==> config.mk <==
export PLATFORM = sky130hd
export DESIGN_NAME = decod_prioridade4x16_seq
export DESIGN_NICKNAME = d
export VERILOG_FILES = /design/src/rtl/decod_prioridade4x16_seq.sv
export SDC_FILE = /design/constraint.sdc
export NUM_CORES = 1
export LEC_CHECK = 0
export ABC_CLOCK_PERIOD_IN_PS = 1690
export CORE_ASPECT_RATIO = 2
export CORE_MARGIN = 3
export CORE_UTILIZATION = 45
export DETAILED_ROUTE_END_ITERATION = 12
export GPL_ROUTABILITY_DRIVEN = 0
export PLACE_DENSITY = 0.82
export SYNTH_ARGS = -nofsm -noshare
export SYNTH_HDL_FRONTEND = slang
export SYNTH_SLANG_ARGS = --single-unit
==> constraint.sdc <==
create_clock -name clk -period 1.69 [get_ports clk]
set_clock_uncertainty 0.1 [all_clocks]
set_input_delay 0.338 -clock clk [delete_from_list [all_inputs] [get_ports clk]]
set_output_delay 0.338 -clock clk [all_outputs]
set_load 0.02 [all_outputs]
==> src/rtl/decod_prioridade4x16_seq.sv <==
// decod_prioridade4x16_seq
// Receiving end of the 16x4 priority-encoder link. The transmitter sends
// one 4-bit code per set bit of its request vector. This block one-hot
// decodes each code, ORs it into an accumulator, and keeps a population
// count. On the beat marked last, it presents the rebuilt vector.
//
// Optional build macro ORDER_CHECK_EN enables a check of the code order.
// A frame is out of order if its codes are not strictly descending, or if
// an in_none beat follows a real code. Such a frame is reported on
// out_err. When the macro is undefined, out_err is tied low.
//
// Ports
//   clk        rising-edge clock
//   rst        asynchronous reset, active-high
//   in_valid   code beat valid
//   in_ready   block can accept a beat (low while a vector is held)
//   in_code    encoded bit index
//   in_none    beat carries no bit; in_code ignored
//   in_last    final beat of the frame
//   out_valid  rebuilt vector available
//   out_ready  consumer accepts vector
//   out_vec    rebuilt vector
//   out_count  number of set bits in out_vec (0..16)
//   out_err    ordering error flag for the presented vector
module decod_prioridade4x16_seq #(
  parameter int CODE_W = 4
) (
  input  logic                clk,
  input  logic                rst,
  input  logic                in_valid,
  output logic                in_ready,
  input  logic [CODE_W-1:0]   in_code,
  input  logic                in_none,
  input  logic                in_last,
  output logic                out_valid,
  input  logic                out_ready,
  output logic [2**CODE_W-1:0] out_vec,
  output logic [CODE_W:0]     out_count,
  output logic                out_err
);

  localparam int VEC_W = 2**CODE_W;

  typedef enum logic [1:0] {
    IDLE  = 2'd0,
    ACCUM = 2'd1,
    HOLD  = 2'd2
  } state_t;

  state_t             state_q, state_d;
  logic [VEC_W-1:0]   acc_q, acc_d;
  logic [CODE_W:0]    cnt_q, cnt_d;
  logic [VEC_W-1:0]   vec_q, vec_d;
  logic [CODE_W:0]    count_q, count_d;
  logic [VEC_W-1:0]   onehot;
  logic               accept;

  assign in_ready  = (state_q != HOLD);
  assign out_valid = (state_q == HOLD);
  assign out_vec   = vec_q;
  assign out_count = count_q;
  assign accept    = in_valid & in_ready;
  assign onehot    = VEC_W'(1) << in_code;

  always_ff @(posedge clk or posedge rst) begin
    if (rst) begin
      state_q <= IDLE;
      acc_q   <= '0;
      cnt_q   <= '0;
      vec_q   <= '0;
      count_q <= '0;
    end else begin
      state_q <= state_d;
      acc_q   <= acc_d;
      cnt_q   <= cnt_d;
      vec_q   <= vec_d;
      count_q <= count_d;
    end
  end

  always_comb begin
    state_d = state_q;
    acc_d   = acc_q;
    cnt_d   = cnt_q;
    vec_d   = vec_q;
    count_d = count_q;
    case (state_q)
      IDLE, ACCUM: begin
        if (accept) begin
          if (!in_none) begin
            acc_d = acc_q | onehot;
            // A repeated code must not be counted a second time.
            if ((acc_q & onehot) == '0)
              cnt_d = cnt_q + (CODE_W+1)'(1);
          end
          if (in_last) begin
            // The output loads the updated values, so the last beat is
            // included in the vector presented on the next cycle.
            state_d = HOLD;
            vec_d   = acc_d;
            count_d = cnt_d;
          end else begin
            state_d = ACCUM;
          end
        end
      end
      HOLD: begin
        if (out_ready) begin
          state_d = IDLE;
          acc_d   = '0;
          cnt_d   = '0;
        end
      end
      default: state_d = IDLE;
    endcase
  end

`ifdef ORDER_CHECK_EN
  logic [CODE_W-1:0] prev_q, prev_d;
  logic              have_q, have_d;   // prev_q holds a code from this frame
  logic              err_q, err_d;     // sticky error for the current frame
  logic              oerr_q, oerr_d;
  logic              err_now;

  assign out_err = oerr_q;

  always_ff @(posedge clk or posedge rst) begin
    if (rst) begin
      prev_q <= '0;
      have_q <= 1'b0;
      err_q  <= 1'b0;
      oerr_q <= 1'b0;
    end else begin
      prev_q <= prev_d;
      have_q <= have_d;
      err_q  <= err_d;
      oerr_q <= oerr_d;
    end
  end

  always_comb begin
    prev_d  = prev_q;
    have_d  = have_q;
    err_d   = err_q;
    oerr_d  = oerr_q;
    err_now = 1'b0;
    case (state_q)
      IDLE, ACCUM: begin
        if (accept) begin
          if (!in_none) begin
            if ((state_q == ACCUM) && have_q && (in_code >= prev_q))
              err_now = 1'b1;
            prev_d = in_code;
            have_d = 1'b1;
          end else if (have_q) begin
            err_now = 1'b1;
          end
          if (in_last) begin
            // The error from the last beat itself must reach out_err.
            oerr_d = err_q | err_now;
            err_d  = 1'b0;
            have_d = 1'b0;
          end else begin
            err_d = err_q | err_now;
          end
        end
      end
      HOLD: begin
        if (out_ready)
          oerr_d = 1'b0;
      end
      default: begin
        err_d  = 1'b0;
        have_d = 1'b0;
      end
    endcase
  end
`else
  assign out_err = 1'b0;
`endif

endmodule
; ---- Yosys cells after proc, flatten, opt, wreduce, memory -nomap -nowiden
; Index checks and enable logic that the tools add are counted.
[word_totals]
regBits = 44
[classes]
reduce_logical = 7
addsub = 1
bitwise_logic = 3
muxes = 13
shift = 1
n_eq_ne = 5
[ops]
columns = cell, count
row1 = 2-to-1 mux 16 bit, 3
row2 = case mux 16 bit (2 select lines), 1
row3 = 2-to-1 mux 5 bit, 4
row4 = AND 16 bit, 1
row5 = logical NOT 16 bit, 1
row6 = bitwise OR 16 bit, 1
row7 = << shifter 1 x 4 -> 16 bit (first input constant), 1
row8 = case mux 5 bit (2 select lines), 1
row9 = 2-to-1 mux 2 bit, 3
row10 = AND reduction 3 bit, 2
row11 = adder 5 x 1 -> 5 bit (second input constant), 1
row12 = != test 2 bit (second input constant), 2
row13 = case mux 2 bit (2 select lines), 1
row14 = equality test 2 x 1 -> 1 bit (second input constant), 1
row15 = equality test 2 bit (second input constant), 1
row16 = logical NOT 2 bit, 1
row17 = != test 2 x 1 -> 1 bit (second input constant), 1
row18 = AND reduction 2 bit, 1
row19 = nonzero test 2 bit, 1
row20 = OR reduction 2 bit, 1
row21 = AND 1 bit, 1

; ---- Depth between registers and ports, before layout
; Gate-level depths: netlist of the first run.
[logic_depth]
depth_word = 7
ltp_mapped = 9
depth_no_buf = 6

; ---- Worst setup path before layout of the first run
; OpenSTA, ideal clock, no wires.
[synth_timing]
path_type = in2reg
from = input in_code[0]
to = register cnt_q[0]
path_buffers = 2
t_required_ns = 1.465
path_stages = 8
setup_time_ns = 0.125
setup_slack_ns = -0.277
arrival_time_ns = 1.742
cell_sequence = buf_6 -> mux2_4 -> a32oi_1 -> o32a_2 -> nand3_4 -> buf_6 -> a21o_1 -> mux2_2
[synth_via]
elab_chain_len = 7
[synth_rtl]
columns = element, line
row1 = "start, declared", 32  ; input logic [CODE_W-1:0] in_code,
row2 = << shifter 1 x 4 -> 16 bit, 63  ; assign onehot = VEC_W'(1) << in_code;
row3 = AND 16 bit, 93  ; if ((acc_q & onehot) == '0)
row4 = logical NOT 16 bit, 93
row5 = 2-to-1 mux 5 bit, 93
row6 = 2-to-1 mux 5 bit, 90  ; if (!in_none) begin
row7 = 2-to-1 mux 5 bit, 89  ; if (accept) begin
row8 = case mux 5 bit (2 select lines), 87  ; case (state_q)
row9 = "end signal, assigned", 75  ; cnt_q <= cnt_d;
row10 = "end, declared", 52  ; logic [CODE_W:0] cnt_q, cnt_d;
; Every way passes these cells. The select of a mux whose other input is x is not followed.
; A chain may end at the register's enable or synchronous reset.

; ---- Worst setup path in the final report of the first run
[layout_timing]
from = register acc_q[1]
to = register count_q[2], in the netlist out_count[2]
[layout_via]
elab_chain_len = 4
[layout_rtl]
columns = element, line
row1 = "start, declared", 51  ; logic [VEC_W-1:0] acc_q, acc_d;
row2 = "start signal, assigned", 68  ; acc_q <= '0;
row3 = "start signal, assigned", 74  ; acc_q <= acc_d;
row4 = AND 16 bit, 93
row5 = logical NOT 16 bit, 93
row6 = 2-to-1 mux 5 bit, 93
row7 = 2-to-1 mux 5 bit, 90
row8 = "end signal, assigned", 77  ; count_q <= count_d;
row9 = "end, declared", 54  ; logic [CODE_W:0] count_q, count_d;
; Every way passes these cells.

==> results of run 1 <==
-- cell usage in the layout (no fill, tap or decap), types with 5 or more instances in the layout --
master / count
sky130_fd_sc_hd__a22o_1: 13
sky130_fd_sc_hd__clkdlybuf4s50_1: 5
sky130_fd_sc_hd__nand2_1: 30
sky130_fd_sc_hd__a21oi_1: 14
sky130_fd_sc_hd__buf_6: 6
sky130_fd_sc_hd__dfrtp_1: 44
sky130_fd_sc_hd__buf_4: 36
sky130_fd_sc_hd__nand3_1: 5
sky130_fd_sc_hd__nor2_1: 7
sky130_fd_sc_hd__o21ai_1: 24
sky130_fd_sc_hd__dlygate4sd2_1: 23
sky130_fd_sc_hd__clkbuf_8: 5
sky130_fd_sc_hd__a31oi_1: 6
sky130_fd_sc_hd__inv_1: 7
-- how the worst max path moves through the flow --
stage                                     to  depth (start not counted)
floorplan               cnt_q[0]$_DFFE_PP0P_                          8
global placement        cnt_q[0]$_DFFE_PP0P_                          7
detailed placement      cnt_q[0]$_DFFE_PP0P_                          7
CTS                 out_count[4]$_DFFE_PP0P_                          6
global route        out_count[2]$_DFFE_PP0P_                          8
finish              out_count[2]$_DFFE_PP0P_                          8
-- registers in the layout, indices dropped and copies added, names as in the netlist --
signal,flops
out_vec,16
cnt_q,5
state_q,2
acc_q,16
out_count,5
-- power by group --
part           internal [mW]  leakage [nW]  switching (mW)
combinational          0.448         0.811           0.519
sequential              1.24         0.584           0.126
clock                  0.293        0.0404           0.384
total                   1.98          1.44            1.03
-- worst max-delay path, stage by stage (launching register included) --
cell and delay [ns]:
sky130_fd_sc_hd__dfrtp_1 0.39, sky130_fd_sc_hd__or3b_4 0.25, sky130_fd_sc_hd__a21oi_4 0.05, sky130_fd_sc_hd__nor4_2 0.26, sky130_fd_sc_hd__buf_4 0.19, sky130_fd_sc_hd__buf_12 0.10
sky130_fd_sc_hd__nand3_4 0.12, sky130_fd_sc_hd__o21ai_1 0.29, sky130_fd_sc_hd__a31oi_4 0.12
-- synth_stat cells (all sizes together), types with 3 or more instances --
master	count	area share
o21ai	26	0.060
nand3b	3	0.010
dfrtp	44	0.51
a21oi	17	0.039
clkbuf	7	0.012
nor3	4	0.0093
nand2b	4	0.012
nor2b	4	0.012
nor2	8	0.014
nand2	30	0.052
a22o	13	0.053
or4	3	0.010
or3	3	0.0087
buf	8	0.035
inv	8	0.014
nand3	8	0.024
a31oi	7	0.020
o211ai	3	0.013
mux2i	3	0.014
-- stage by stage --
| stage | utilization | power, mW |
|---|---|---|
| final | 0.6515 | 3.012 |
| after global routing | 0.6515 | 3.183 |
| after CTS | 0.6358 | 2.996 |
| after detailed placement | 0.6040 | 2.369 |
| after global placement | 0.6040 | 2.339 |
| after floorplan | - | 1.895 |
-- final cells by class --
cell class                 count  share of cell area
clock buffer                   5             0.02276
clock inverter                 3            0.007861
inverter                       8            0.009930
multi-input combinational    156              0.3405
sequential                    44              0.3641
tap                           55             0.02276
timing repair buffer          78              0.2321
-- logic make-up (layout without fill, tap and decap cells) --
family,Yosys count,after routing
other cells,1,1
flops,44,44
xor+xnor,1,1
fa+ha+maj,1,1
compound gates,73,73
mux,5,5
simple gates,74,75
buf+inv,23,94
-- repair_timing --
action                     CTS  global route
pin swaps                    8            10
buffers inserted             3             2
gates resized for setup     38            15
setup endpoints to repair   32            12
hold buffers                 0             0
gates cloned                 1             0
-- routing by layer --
| metal | vias to the layer above | global-route usage | share of wire |
|---|---|---|---|
| met3 | 21 | 0.03730 | 0.039 |
| met1 | 954 | 0.2594 | 0.38 |
| met5 | - | 0 | 0 |
| li1 | 936 | - | - |
| met2 | 65 | 0.3661 | 0.54 |
| met4 | 0 | 0.1426 | 0.046 |
==> reports/results.txt, run 1 <==
CTS built an H-tree with a depth of 2. Setup repair after global routing could not meet its margin everywhere. The simple logic cell fraction of the synthesized area works out to 0.1788. Summing all multi-input logic gate instances after layout gives 1030 um2. The via count of the first global-routing pass was 2040; the total DRC errors in the routed layout was 0. The share of the clock period used by the worst path is 1.177, and the data required time at the worst endpoint is 1.77 ns.

The highest ir drop seen on vdd was 582.9 uV. Wire length of the first global-routing pass: 9549 um. The multiplexer share of the synthesized area is 0.02604, and the final hold violation count is 0. The worst hold path belongs to the class primary input to asynchronous set/reset pin. The startpoint identified for the worst register-to-register timing path is acc_q[1]$_DFFE_PP0P_. From synthesis to final layout, the design area changed by 39.87%. The register area is 1101 um2.

The count of input and output buffers was 32; the share of cells above drive strength 1 was 0.2585. The post-synthesis cell area was 2162 um2; the worst hold slack after final layout was 0.2797 ns. The cell chosen for the clock root was sky130_fd_sc_hd__clkbuf_8. The worst reg2reg path depth works out to 8. Counting the fill cells in the layout gives 376. 34 I/O pins were placed. The floorplan step set the die width to 55.02 um. The kind of end point of the critical path was a register.

The final layout contains 304 nets. Entering global routing, the biggest net connects 45 pins. Max-cap violations in this run came to 0.

The number of setup violations in the final report is 10. The run gives -0.2993 ns as the slack of the critical path. The adder-cell share of the synthesized area was 0.005787; the count of standard-cell rows was 35. Global routing finished with a remaining overflow of 0. The fraction of synthesis flops using an asynchronous set or reset pin was 1.000; the number of buffers created by CTS was 5. The tools report the total clock sinks as 44.

The clock passes through at most 2 buffers. Data arrives at the worst endpoint at 2.07 ns. The synthesized netlist cell count was 222; the starting utilization of the core area was 0.4658. The post-layout instance count excluding filler cells was 349. The average instance area after synthesis was 9.739 um2; the fraction of the mapped netlist area in compound gates was 0.2130.

The critical path is of the register to register type. The net count of the mapped netlist was 233; the core footprint was 4642 um2. Clock-pin slew was measured on the worst setup and hold paths at 0.09 ns. The repair_antennas step left the layout with diodes totalling 0. In this run the worst path has a maximum fanout of 7. TritonCTS built the clock tree. The run gives 5723 um2 as the die outline area. The routed design could run at a clock period as short as 1.989 ns. Number of routed nets with antenna violations: 0. The share of the synthesized netlist area taken by xor and xnor gates was 0.004051. Achievable frequency: 0.5027 GHz. The tools report the capture instance of the worst register-to-register path as out_count[2]$_DFFE_PP0P_.

The finished cells cover 3024 um2. The post-DP HPWL came out at 3838 um. The run finished, with violations left.

The tools report the count of TritonRoute iterations in the first routing pass as 4. The total number of yosys warnings is 0, and the max-slew violation count is 0. The critical path starts at acc_q[1]$_DFFE_PP0P_. At the later pin of the worst-skew pair, clock insertion delay measures 0.30 ns.

The total leakage power came out at 1.435 nW. Power spread over the standard cell area amounts to 996.0 nW/um2. OpenSTA, run right after detailed placement, puts the worst setup slack at -0.7986 ns. Sequential area share after synthesis: 0.5093. The number of flops mapped to enable cells by yosys was 0. The detailed-route via count came out at 1976.

The logs give 70 for the initial detailed-routing violation count and 0 for the number of antenna violations at the first check in global routing. Counting flops and latches in the post-synthesis netlist gives 44. The tools report the aggregate negative setup slack as -2.446 ns.

By area, the combinational part of the netlist is dominated by compound AO/OA/AOI/OAI gates. For the global router's overall resource usage, the log shows 0.2263. Startpoint type of the worst setup path: a register. Synthesis instantiated 41 different standard cells from the library. The final reports fail on negative setup slack. The tools report the setup slack on the worst flop-to-flop path as -0.30 ns. The floorplan die height works out to 104.0 um.

Most used flip-flop cell after synthesis: sky130_fd_sc_hd__dfrtp_1. Dividing the detail-routed via count by the number of cells gives 5.662. The placed instances occupy a cell area of 2804 um2. The total length of routed wires is 5835 um. The final routed wire length divided by cell count was 16.72 um; the total placed cells including tap cells was 335.
(Power assumes the default switching activity.)
==> run 2: changes to the inputs <==
ABC_CLOCK_PERIOD_IN_PS = 2500   (was 1690)
PLACE_DENSITY = 0.8   (was 0.82)
clock period = 2.5 ns   (was 1.69 ns; I/O delays follow)
==> run 2 against run 1 <==
  * The flow now finishes without violations
  * Highest routed layer unchanged
  * Critical path type is now primary input to register
  * Count of clock-buffer cells in the layout grew 1
  * Largest power group unchanged
  * Register-to-register slack better by 0.82 ns
  * Non-clock buffer count decreased by 23
==> reports/results.txt, run 2 (synthesis gave the netlist of run 1 again) <==
The flow ran to the end, and the final reports show no timing, DRC or antenna violations. The layer flagged by global routing as most heavily used is met2. The kind of end point of the critical path is a register. The fraction of met2 tracks used by global routing was 0.3093 (-0.05678). The via count of the first global-routing pass is 1797 (-12%), and the number of setup violations in the final report is 0 (-10). Critical path class: primary input to register.

Number of routed nets with antenna violations: 0 (unchanged). TritonCTS built the clock tree. Clock share of power: 0.214 (-0.011). The max-slew violation count was 0 (unchanged); the data required time at the worst endpoint was 2.63 ns (+0.86 ns).

In this run the worst hold path is classified as register to register. Setup repair after global routing left no endpoint under its margin. The most critical setup path has its startpoint at in_code[3]. Die outline area: 5723 um2 (unchanged). For the net count reported at finish, the log shows 280 (-7.9%). The logs give 0.4658 (unchanged) for the starting utilization of the core area and 2 (unchanged) for the clock tree buffer depth. Leaving out fill and tap cells, the most frequent cells in the layout are sky130_fd_sc_hd__dfrtp_1, sky130_fd_sc_hd__clkdlybuf4s50_1, sky130_fd_sc_hd__nand2_1, sky130_fd_sc_hd__o21ai_1, sky130_fd_sc_hd__buf_4.

The hold path startpoint was state_q[1]$_DFFE_PP0P_. The share of the clock period used by the worst path was 0.9551. The clock-pin slew on the worst setup and hold paths is 0.08 ns (about the same). The area of placed instances is 2621 um2 (-6.5%), and the share of cells above drive strength 1 is 0.1338 (-0.1247). The highest ir drop seen on vdd was 411.6 uV (-29%). The post-DP HPWL was 3687 um (-3.9%). The wire length of the first global-routing pass is 8217 um (-14%).

The area added between synthesis and finish came out at 25.23%. The number of inserted diodes was 0 (unchanged). Clock tree synthesis selected as its root buffer the cell sky130_fd_sc_hd__clkbuf_8. For the total DRC errors in the routed layout, the log shows 0 (unchanged). The data arrival time of the worst path is 2.52 ns (+0.45 ns), and the post-route minimum period is 2.388 ns. The final hold violation count was 0 (unchanged); the transition time at the pin with the least slew margin was 0.5727 ns. The setup slack on the worst flop-to-flop path is 0.52 ns (+0.82 ns). The path with the worst hold slack has its endpoint at state_q[0]$_DFFE_PP0P_. The detailed-route via count is 1848 (-6.5%), and the number of buffers added to fix hold violations after cts is 0 (unchanged). The run gives 0.29 ns (about the same) as the insertion delay to the later sink of the worst-skew pair. The tools report the CTS H-tree depth as 2 (unchanged). The top-level port count is 34 (unchanged).

The met3 track utilization from global routing was 0.02726 (-0.01004). STA classifies the critical path startpoint as a primary input. The tools report the global route total overflow as 0 (unchanged). The switching power share of the total is 0.3233 (-0.01809), and the global router's overall resource usage is 0.1929 (-0.03340). The run gives 35 (unchanged) as the count of standard-cell rows. The logs give 5 (unchanged) for the number of buffers created by CTS and 0 (unchanged) for the number of antenna violations at the first check in global routing.

The floorplan die height is 104.0 um (unchanged). The initial detailed-routing violation count was 51 (-27%). The sequential power share is 0.481 (+0.027), and the total leakage power is 1.174 nW (-18%). The met1 global-route usage was 0.2295 (-0.02996); the placement-stage worst setup slack was -0.2312 ns (+0.5674 ns). The worst register-to-register path ends at cnt_q[3]$_DFFE_PP0P_.

The worst reg2reg path depth was 6 (-2). For the total clock sinks, the log shows 44 (unchanged). The launch instance of the worst register-to-register path is acc_q[4]$_DFFE_PP0P_. The biggest fanout along the worst timing path is 13 (+6), and the aggregate negative setup slack is 0 ns (+2.446 ns). Areal power density over the cells: 718.0 nW/um2 (-28%). The per-cell via count in the routed design came out at 5.704 (+0.74%).

Number of cells on the worst hold path: 1. The run gives 45 (unchanged) as the maximum number of pins on one net before global-route repair. The number of max-cap violations is 0 (unchanged), and the slack of the critical path is 0.1122 ns (+0.4115 ns). The logs give 4642 um2 (unchanged) for the core footprint and 2708 um2 (-10%) for the final cell area excluding filler cells. The tools report the switching power as 628.6 uW (-39%). Count of input and output buffers: 32 (unchanged). Leaving out fill and tap cells, the most frequent cell in the layout is sky130_fd_sc_hd__dfrtp_1. The count of TritonRoute iterations in the first routing pass is 4 (unchanged), and the horizontal extent of the die is 55.02 um (unchanged). The logs give 1.315 mW (-34%) for the internal cell power and 0.4188 GHz for the achievable frequency. The total length of routed wires is 5008 um (-14%). The combinational share of power was 0.305 (-0.016); the final routed wire length divided by cell count was 15.46 um (-7.6%). The headroom to the max-slew limit was 0.6173.
-- run 2: area by class of cell --
| class | count | area, um2 |
|---|---|---|
| inverters | 8 | 30.03 |
| repair buffers | 55 | 493.0 |
| flip-flops and latches | 44 | 1101 |
| clock inverters | 1 | 5.005 |
| fillers | 412 | 1934 |
| well taps | 55 | 68.82 |
| clock buffers | 6 | 72.57 |
| multi-input cells | 155 | 937.1 |
-- run 2: power groups by stage --
stage / logic, mW / clock network (mW) / registers (mW)
finish: 0.593 / 0.416 / 0.934
floorplan: 0.257 / 0 / 1.02
global route: 0.650 / 0.450 / 0.951
global placement: 0.582 / 0 / 0.944
CTS: 0.598 / 0.426 / 0.934
detailed placement: 0.595 / 0 / 0.949
-- run 2: through the flow --
step                std cells    util  hold WS [ns]  total power, mW
CTS                       324  0.5814        0.3804            1.958
finish                    324  0.5833        0.3826            1.944
global placement          317  0.5647        0.3564            1.526
floorplan                 222       -        0.3403            1.276
detailed placement        317  0.5647        0.3681            1.544
global route              324  0.5833        0.4109            2.051
-- run 2: timing repair --
action / 4_1_cts / 5_1_grt
resized for setup: 0 / 1
setup buffers: 0 / 0
setup endpoints to repair: 0 / 8
-- run 2: routing by layer --
metal	share of wire	wire length, um
met1	0.39	1978
met2	0.52	2628
met3	0.033	166
met4	0.047	234
met5	0	0
-- run 2: worst max-delay path by stage --
| stage | to | slack, ns |
|---|---|---|
| 2_1_floorplan | cnt_q[0]$_DFFE_PP0P_ | 0.37 |
| 3_3_place_gp | cnt_q[3]$_DFFE_PP0P_ | -0.16 |
| 3_5_place_dp | cnt_q[3]$_DFFE_PP0P_ | -0.23 |
| 4_1_cts | cnt_q[3]$_DFFE_PP0P_ | 0.07 |
| 5_1_grt | out_count[3]$_DFFE_PP0P_ | 0.002 |
| 6_report | cnt_q[3]$_DFFE_PP0P_ | 0.11 |
-- run 2: critical path: stages --
cell                              delay, ns
sky130_fd_sc_hd__clkdlybuf4s50_1       0.63
sky130_fd_sc_hd__buf_4                 0.22
sky130_fd_sc_hd__inv_1                 0.06
sky130_fd_sc_hd__a32oi_1               0.18
sky130_fd_sc_hd__o32a_2                0.21
sky130_fd_sc_hd__nand3_4               0.14
sky130_fd_sc_hd__or4_1                 0.49
sky130_fd_sc_hd__nand3_1               0.08
==> run 3: changes to the inputs <==
REMOVE_ABC_BUFFERS = 1   (was unset)
==> run 3 against run 2 <==
  * Count of clock-buffer cells in the layout decreased by 1
  * Design area increased by 0.42%
  * Largest cell class unchanged
  * Via count shrank 1.2%
  * Critical path type unchanged
  * Total power up 1.7%
==> reports/results.txt, run 3 (synthesis gave the netlist of run 1 again) <==
The logs give 0.1983 (+0.005477) for the global router's overall resource usage and 4642 um2 (unchanged) for the core footprint. The biggest fanout along the worst timing path is 13 (unchanged). Count of input and output buffers: 32 (unchanged). The switching power share of the total works out to 0.3313 (+0.007986). Setup repair after global routing left no endpoint under its margin. The CTS H-tree depth came out at 2 (unchanged). Die outline area: 5723 um2 (unchanged).

The net count reported at finish was 280 (unchanged). The tools report the overall power consumption as 1.977 mW (+1.7%). Combinational share of power: 0.295 (-0.010). The run gives 2 (unchanged) as the clock tree buffer depth.

The clock-pin slew on the worst setup and hold paths was 0.09 ns (about the same). For the final hold violation count, the log shows 0 (unchanged). The critical path in this run is classified as primary input to register. The worst setup path is launched from a primary input. Number of buffers created by CTS: 5 (unchanged). The logs give 5046 um (+0.76%) for the total length of routed wires and 0 (unchanged) for the number of inserted diodes. Horizontal extent of the die: 55.02 um (unchanged). The achievable frequency came out at 0.4189 GHz (about the same).

The final cell utilization of the core was 0.5857 (+0.002426); the share of cells above drive strength 1 was 0.1407 (+0.006912). The logs give 3698 um (+0.30%) for the post-DP HPWL and 4 (unchanged) for the count of TritonRoute iterations in the first routing pass. Number of setup violations in the final report: 0 (unchanged). The logs give 316 (-0.32%) for the total placed cells including tap cells and 2.52 ns (about the same) for the data arrival time of the worst path. The total leakage power was 1.188 nW (+1.2%).

The detailed-route via count was 1825 (-1.2%). The run finished with clean final reports. The run gives 0.30 ns (about the same) as the insertion delay to the later sink of the worst-skew pair. The number of buffers added to fix hold violations after cts is 0 (unchanged). The areal power density over the cells was 727.1 nW/um2 (+1.3%); the headroom to the max-slew limit was 0.3272 (-0.2901). Initial detailed-routing violation count: 54 (+5.9%). For the via count of the first global-routing pass, the log shows 1792 (-0.28%). The post-route minimum period is 2.387 ns (-0.0003400 ns), and the data required time at the worst endpoint is 2.64 ns (about the same). The run gives 0 (unchanged) as the number of routed nets with antenna violations. The worst setup path is captured at a register.

The cell chosen for the clock root was sky130_fd_sc_hd__clkbuf_8. The aggregate negative setup slack is 0 ns (unchanged). The floorplan die height is 104.0 um (unchanged), and the slack of the critical path is 0.1126 ns (+0.0003400 ns).

The total DRC errors in the routed layout is 0 (unchanged). Placement-stage worst setup slack: -0.2557 ns (-0.02449 ns). The final cell area excluding filler cells is 2719 um2 (+0.42%), and the clock share of power is 0.231 (+0.017).

The per-cell via count in the routed design is 5.615 (-1.5%), and the highest ir drop seen on vdd is 465.4 uV (+13%). Top-level port count: 34 (unchanged). The final routed wire length divided by cell count is 15.53 um (+0.45%).

Max-slew violation count: 0 (unchanged). Type of the worst min-delay path: register to register. The number of max-cap violations was 0 (unchanged).

TritonCTS built the clock tree. Sequential power share: 0.474 (-0.007). Count of standard-cell rows: 35 (unchanged). The launch instance of the worst register-to-register path is acc_q[4]$_DFFE_PP0P_. The internal cell power was 1.322 mW (+0.49%); the post-layout instance count excluding filler cells was 325 (+0.31%).

Leaving out fill and tap cells, the most frequent cell in the layout is sky130_fd_sc_hd__dfrtp_1. The starting utilization of the core area is 0.4658 (unchanged), and the area of placed instances is 2614 um2 (-0.29%). Transition time at the pin with the least slew margin: 1.001 ns (+0.4288 ns). The tools report the switching power as 655.0 uW (+4.2%). In this run the worst setup path begins at in_code[3].

The worst hold slack after final layout is 0.3879 ns (+0.005355 ns). The share of the clock period used by the worst path was 0.9550 (about the same); the global route total overflow was 0 (unchanged). The area added between synthesis and finish works out to 25.75%. The top cell types in the final layout, fill and taps aside, are sky130_fd_sc_hd__dfrtp_1, sky130_fd_sc_hd__nand2_1, sky130_fd_sc_hd__clkdlybuf4s50_1, sky130_fd_sc_hd__o21ai_1, sky130_fd_sc_hd__buf_4.

The worst reg2reg path depth was 6 (unchanged). The tools report the total clock sinks as 44 (unchanged). The tools report the number of antenna violations at the first check in global routing as 0 (unchanged). In this run the most critical hold path is launched from out_vec[1]$_DFFE_PP0P_.

The maximum number of pins on one net before global-route repair was 45 (unchanged); the wire length of the first global-routing pass was 8355 um (+1.7%). Number of cells on the worst hold path: 2 (+1).
-- run 3: cell types whose count changed in the layout (fill, tap and decap cells not counted), sizes merged --
cell | previous run | this run
dlymetal6s2s | 0 | 2
clkbuf | 6 | 5
clkdlybuf4s50 | 32 | 30
clkinvlp | 0 | 2
-- run 3: worst paths after layout --
| check | endpoint | slack, ns |
|---|---|---|
| setup / recovery | cnt_q[3]$_DFFE_PP0P_ | 0.11 |
| setup reg to reg | cnt_q[3]$_DFFE_PP0P_ | 0.52 |
| hold / removal | out_vec[1]$_DFFE_PP0P_ | 0.39 |
| hold reg to reg | out_vec[1]$_DFFE_PP0P_ | 0.39 |
| max in group asynchronous | state_q[1]$_DFFE_PP0P_ | 1.38 |
| min in group asynchronous | out_vec[7]$_DFFE_PP0P_ | 0.52 |
-- run 3: routing by layer --
layer	GRT usage	part of all wire
met1	0.2397	0.40
met2	0.3076	0.52
met3	0.02726	0.035
met4	0.1357	0.042
met5	0	0
-- run 3: cell type report --
cell class,count,area (um2)
Fill cell,432,1923
Timing Repair Buffer,55,498.0
Clock buffer,5,68.82
Tap cell,55,68.82
Sequential cell,44,1101
Multi-Input combinational cell,155,928.4
Clock inverter,3,23.77
Inverter,8,30.03
-- run 3: what timing repair did --
action	in CTS	in global routing
endpoints found under the setup margin	0	9
gates resized for setup	0	2
buffers inserted	0	1
-- run 3: power groups by stage --
stage               Clock [mW]  Sequential (mW)  Combinational [mW]
global placement             0            0.946               0.580
global route             0.509            0.955               0.641
CTS                      0.470            0.937               0.590
floorplan                    0             1.02               0.230
finish                   0.457            0.937               0.583
detailed placement           0            0.950               0.588
-- run 3: worst max-delay path, cell delays in order --
cell	delay, ns
sky130_fd_sc_hd__clkdlybuf4s50_1	0.63
sky130_fd_sc_hd__buf_4	0.21
sky130_fd_sc_hd__inv_1	0.05
sky130_fd_sc_hd__a32oi_1	0.22
sky130_fd_sc_hd__o32a_2	0.21
sky130_fd_sc_hd__nand3_4	0.14
sky130_fd_sc_hd__or4_1	0.49
sky130_fd_sc_hd__nand3_1	0.08
